--- src/rtl/register_bank_2r1w.sv ---
// Register file: 2^ADDR_W x DATA_W, two registered read ports, one write port, busy scoreboard.
// Reads land one cycle after re; same-cycle writes forward to the read ports and clear the hazard.
// No backpressure; every request is taken on the edge it is presented.
module register_bank_2r1w #(
  parameter int DATA_W   = 8,
  parameter int ADDR_W   = 3,
  parameter int ZERO_REG = 1
) (
  input  logic                     clk,
  input  logic                     rst,
  input  logic                     we,
  input  logic [ADDR_W-1:0]        write_addr,
  input  logic [DATA_W-1:0]        write_data,
  input  logic                     re,
  input  logic [ADDR_W-1:0]        read_addr_a,
  input  logic [ADDR_W-1:0]        read_addr_b,
  output logic [DATA_W-1:0]        read_data_a,
  output logic [DATA_W-1:0]        read_data_b,
  input  logic                     rsv_en,
  input  logic [ADDR_W-1:0]        rsv_addr,
  output logic                     busy_a,
  output logic                     busy_b,
  output logic [(1<<ADDR_W)-1:0]   busy_vec
);

  localparam int DEPTH = 1 << ADDR_W;

  logic [DATA_W-1:0] regs [DEPTH];
  logic [DEPTH-1:0]  busy_q;
  logic [DEPTH-1:0]  busy_nxt;
  logic [DATA_W-1:0] rd_a_nxt;
  logic [DATA_W-1:0] rd_b_nxt;
  logic              wr_ok;
  logic              rsv_ok;

  // A write to the hardwired zero register is invisible everywhere, including forwarding.
  assign wr_ok  = we && !(ZERO_REG != 0 && write_addr == '0);
  assign rsv_ok = rsv_en && !(ZERO_REG != 0 && rsv_addr == '0);

  function automatic logic [DATA_W-1:0] read_src(input logic [ADDR_W-1:0] a);
    if (ZERO_REG != 0 && a == '0)
      return '0;
    else if (wr_ok && write_addr == a)
      return write_data;
    else
      return regs[a];
  endfunction

  always_comb begin
    rd_a_nxt = read_src(read_addr_a);
    rd_b_nxt = read_src(read_addr_b);
  end

  always_ff @(posedge clk or posedge rst) begin
    if (rst) begin
      for (int i = 0; i < DEPTH; i++)
        regs[i] <= '0;
    end else if (wr_ok) begin
      regs[write_addr] <= write_data;
    end
  end

  always_ff @(posedge clk or posedge rst) begin
    if (rst) begin
      read_data_a <= '0;
      read_data_b <= '0;
    end else if (re) begin
      read_data_a <= rd_a_nxt;
      read_data_b <= rd_b_nxt;
    end
  end

  // Reservation is applied after the write clear so a newer producer keeps the register busy.
  always_comb begin
    busy_nxt = busy_q;
    if (wr_ok)
      busy_nxt[write_addr] = 1'b0;
    if (rsv_ok)
      busy_nxt[rsv_addr] = 1'b1;
  end

  always_ff @(posedge clk or posedge rst) begin
    if (rst)
      busy_q <= '0;
    else
      busy_q <= busy_nxt;
  end

  assign busy_vec = busy_q;
  assign busy_a   = busy_q[read_addr_a] && !(wr_ok && write_addr == read_addr_a);
  assign busy_b   = busy_q[read_addr_b] && !(wr_ok && write_addr == read_addr_b);

endmodule

--- config.mk ---
export PLATFORM = sky130hd
export DESIGN_NAME = register_bank_2r1w
export DESIGN_NICKNAME = d
export VERILOG_FILES = /design/src/rtl/register_bank_2r1w.sv
export SDC_FILE = /design/constraint.sdc
export NUM_CORES = 1
export LEC_CHECK = 0
export ABC_AREA = 0
export CAP_MARGIN = 25
export CORE_MARGIN = 8
export CORE_UTILIZATION = 52
export DETAILED_ROUTE_END_ITERATION = 8
export PLACE_DENSITY = 0.75
export SLEW_MARGIN = 20
export SYNTH_ARGS = -nofsm -noshare
export SYNTH_HDL_FRONTEND = slang
export SYNTH_SLANG_ARGS = --single-unit
--- constraint.sdc ---
create_clock -name clk -period 4.65 [get_ports clk]
set_clock_uncertainty 0.2 [all_clocks]
set_input_delay 0.93 -clock clk [delete_from_list [all_inputs] [get_ports clk]]
set_output_delay 0.93 -clock clk [all_outputs]
set_load 0.03 [all_outputs]
; Word level (Yosys, flattened, before mapping)
; Index checks and enable logic that the tools add are counted.
[totals]
regBits = 88
in_bits = 25
output_inout_bits = 26
wordCells = 69
[op_classes]
order_cmp = 10
n_eq_ne = 2
n_mux = 23
n_bitwise = 6
n_reduce_logical = 17
[op_table]
columns = cell, count
row1 = $mux 8, 11
row2 = $bwmux 64, 1
row3 = $bmux 8 s3, 2
row4 = $demux 8 s3, 1
row5 = $lt 3x4->1 const B, 4
row6 = $ge 4x4->1 const B, 3
row7 = $logic_not 3->1, 4
row8 = $not 3->4, 3
row9 = $logic_and 1x1->1, 9
row10 = $and 8x8->8, 1
row11 = $not 8->8, 1
row12 = $or 8x8->8, 1
row13 = $bmux 1 s3, 2
row14 = $demux 1 s3, 2
row15 = $eq 3x3->1, 2
row16 = $ge 3x1->1 const B, 2
row17 = $logic_not 1->1, 4
row18 = $lt 4x1->1 const B, 1
row19 = $mux 1, 4

; Logic depth before layout (Yosys ltp)
[depth]
depth_word = 9
depth_mapped = 6
depth_no_buf = 4

; Worst setup path after synthesis
; Ideal clock, no wire load.
[synth_path]
kind = input port to output port
startpoint = input port read_addr_a[1]
endpoint = output port busy_a
arrival_ns = 2.017
required_time_ns = 3.520
slack_ns = 1.503
path_stages = 5
n_path_buf = 2
path_cell_list = clkbuf_8 clkbuf_8 mux4_2 mux2i_1 nor2_1
[synth_between]
elab_chain_len = 4
elab_cells_between_ends = 6
classes_between = eq/ne: 1 / mux: 2 / reduce/logical: 3
[synth_rtl]
columns = element, line_no
row1 = from (decl), 15  ; input logic [ADDR_W-1:0] read_addr_a,
row2 = branches (longest 3 deep; another with $bmux 1 s3), -
row3 = $logic_and 1x1->1 (*), 90  ; assign busy_a = busy_q[read_addr_a] && !(wr_ok && write_addr == read_addr_a);
row4 = to (decl), 21  ; output logic busy_a,
; Mark *: on every way between the ends. The select of a mux whose other input is x is not followed.

; Final worst setup path
; Same ends and word-level chain as after synthesis.

==> results by group <==
Pwr
  • Power Density: 399 mW/mm2
  • Peak supply drop: 0.000196 V
  • Leakage: 2.36 nW
  • Total power: 0.00219 W

Global route
  • Initial antenna violation count: 0
  • Vias in the first global route: 3090
  • First-pass GRT wire length: 18100 um
  • GRT overflow: 0
  • All-Layer GR Usage: 18.7%
  • Largest net degree at the start of global routing: 35

Drt
  • Vias/cell: 6.34
  • First-pass DRT Iterations: 4
  • Initial DRC Count: 216
  • DRC: 0
  • Routed len/inst: 24.2 um
  • DR vias: 2967
  • Antenna Nets Post-Route: 0
  • Drt total wl: 11300 um

Yosys
  • Synth Area in Simple Gates: 5.83%
  • Yosys top cell area share: 46.6%
  • Warnings from Yosys: 0
  • Register area share after synthesis: 46.6%
  • Largest family of logic cells by synthesized area: multiplexers
  • Largest cells by area after synthesis: dfrtp_1 (47%), mux2_2 (17%), mux4_1 (13%)
  • Post-synthesis compound-gate area fraction: 4.88%
  • Synth Area in Adders: 0%
  • Distinct cells, synth: 30
  • Mean Syn Cell Area: 15.5 um2
  • Syn Nets: 330
  • Area leader, netlist: dfrtp_1
  • Seq cells post-synth: 88
  • Post-synthesis cell count: 305
  • XOR/XNOR Fraction of Synth Area: 1.11%
  • Post-Syn Area: 0.00472 mm2
  • Mux share of post-synthesis cell area: 37.0%

Die
  • I/O pin count: 51
  • Die area: 0.0124 mm2
  • Rows: 34
  • Initial core utilization: 53.9%
  • Die Ht: 111 um
  • Core box area: 0.00876 mm2
  • Die width: 111 um

Critical path
  • Worst Setup End Kind: output port
  • Worst Path Arrival: 3.12 ns
  • WS Path Type: in -> out
  • Crit-path max FO: 8
  • R2R cell count: 3
  • Crit start category: input port
  • Data required, critical path: 3.52 ns

Status
  • Status: completed

Finish
  • Share of cells above drive strength 1: 35.3%
  • Nets: 381
  • Most common cell after layout, fill and taps aside: dfrtp_1
  • Most frequent cells in the layout: dfrtp_1 (88), mux2_2 (70), clkdlybuf4s50_1 (50), mux4_1 (24), buf_4 (16)
  • Final instance area: 0.00549 mm2
  • Ant. Diodes: 0
  • Post-route insts no fill: 468
  • Area grow syn2layout: 16.2%

STA
  • Final Hold Vio Count: 0
  • Slew @ Worst Pin: 0.829 ns
  • Fin crit period: 4.25 ns
  • Hold WS: 0.200 ns
  • Slew Limit Fails: 0
  • Worst slew margin: 44.4%
  • Setup_tns: 0 ns
  • RSZ-0062 raised after global routing: false
  • Setup Viol. Count Final: 0
  • Max Clk Rate: 235 MHz
  • Final period utilization: 91.4%

Worst hold path
  • Worst Hold Depth: 0
  • Worst min path class: reg -> reg

Clocking
  • Post-CTS setup buffers: 0
  • H-tree depth: 3
  • Clock Path Buffers: 2
  • CTS resizes: 0
  • Worst skew pair latency: 0.35 ns
  • Post-CTS Hold Fix Bufs: 0
  • CTS tree: built
  • Clock sink count: 88
  • CTS Root Cell: clkbuf_8
  • Reg clk slew, reported paths: 0.08 ns
  • CTS Buf Count: 9

Placed design
  • Port bufs: 50
  • Placed Instances: 453
  • Detailed placement HPWL: 7850 um
  • DP Area: 0.00530 mm2
  • Final Wtd Congestion: 0.806

Job
  • Max-cap viol count: 0
## state kept, by name, summed over array words and instances, names as in the netlist
signal and count:
regs 64, busy_vec 8, read_data_a 8, read_data_b 8
## metrics by stage
step                      setup slack, ns  util [%]
after floorplan                      1.24         -
after global placement              0.405      60.5
after detailed placement            0.401      60.5
after CTS                           0.391      62.6
after global routing                0.352      62.6
final                               0.400      62.6
## critical path, stage by stage
cell             delay, ns
clkdlybuf4s50_1       0.80
mux4_2                0.57
mux2i_1               0.14
nor2_1                0.07
clkdlybuf4s50_1       0.60
## logic make-up after synthesis
logic type      after synthesis
compound gates               27
simple gates                 41
mux                         112
buf+inv                      31
xor+xnor                      6
flops                        88
## path summary, 6_finish.rpt
path | start | to | slack, ns
worst max-delay path | read_addr_a[1] | busy_a | 0.40
worst min-delay path | regs[59] | regs[59] | 0.20
worst max register to register | regs[20] | read_data_b[4] | 2.80
worst min register to register | regs[59] | regs[59] | 0.20
max in group asynchronous | rst | regs[39] | 2.79
min in group asynchronous | rst | regs[17] | 0.67
## cell usage after synthesis, drive strengths merged
cell / n
o31a: 1
mux2: 70
nand3: 2
clkbuf: 17
inv: 5
o32ai: 1
a221o: 14
o21ai: 4
xnor2: 6
nor3: 5
nand2: 7
o22ai: 2
nor2: 4
dfrtp: 88
buf: 9
and2b: 12
mux4: 36
nor4bb: 2
nand2b: 3
o2bb2ai: 2
and4: 2
o31ai: 3
nand4: 1
nand4b: 3
mux2i: 6
## final cells by class
class                   count  area, um2
clock buffers              12        145
clock inverters             3       42.5
fillers                   653       3280
inverters                   5       20.0
multi-input cells         186       2320
flip-flops and latches     88       2200
well taps                 108        135
repair buffers             66        621
## metal layers
metal / vias up / track usage [%] / share of wire (%)
li1: 1302 / - / -
met1: 1548 / 24.9 / 44
met2: 104 / 29.4 / 49
met3: 13 / 3.41 / 5.3
met4: 0 / 7.38 / 1.6
met5: - / 0 / 0
## where the power goes
part	internal, W	switching, W	leakage (nW)
sequential	0.000917	0.000108	1.08
combinational	0.000363	0.000283	1.19
clock	0.000260	0.000255	0.0925
Note: power is estimated with default switching activity, not from simulation.
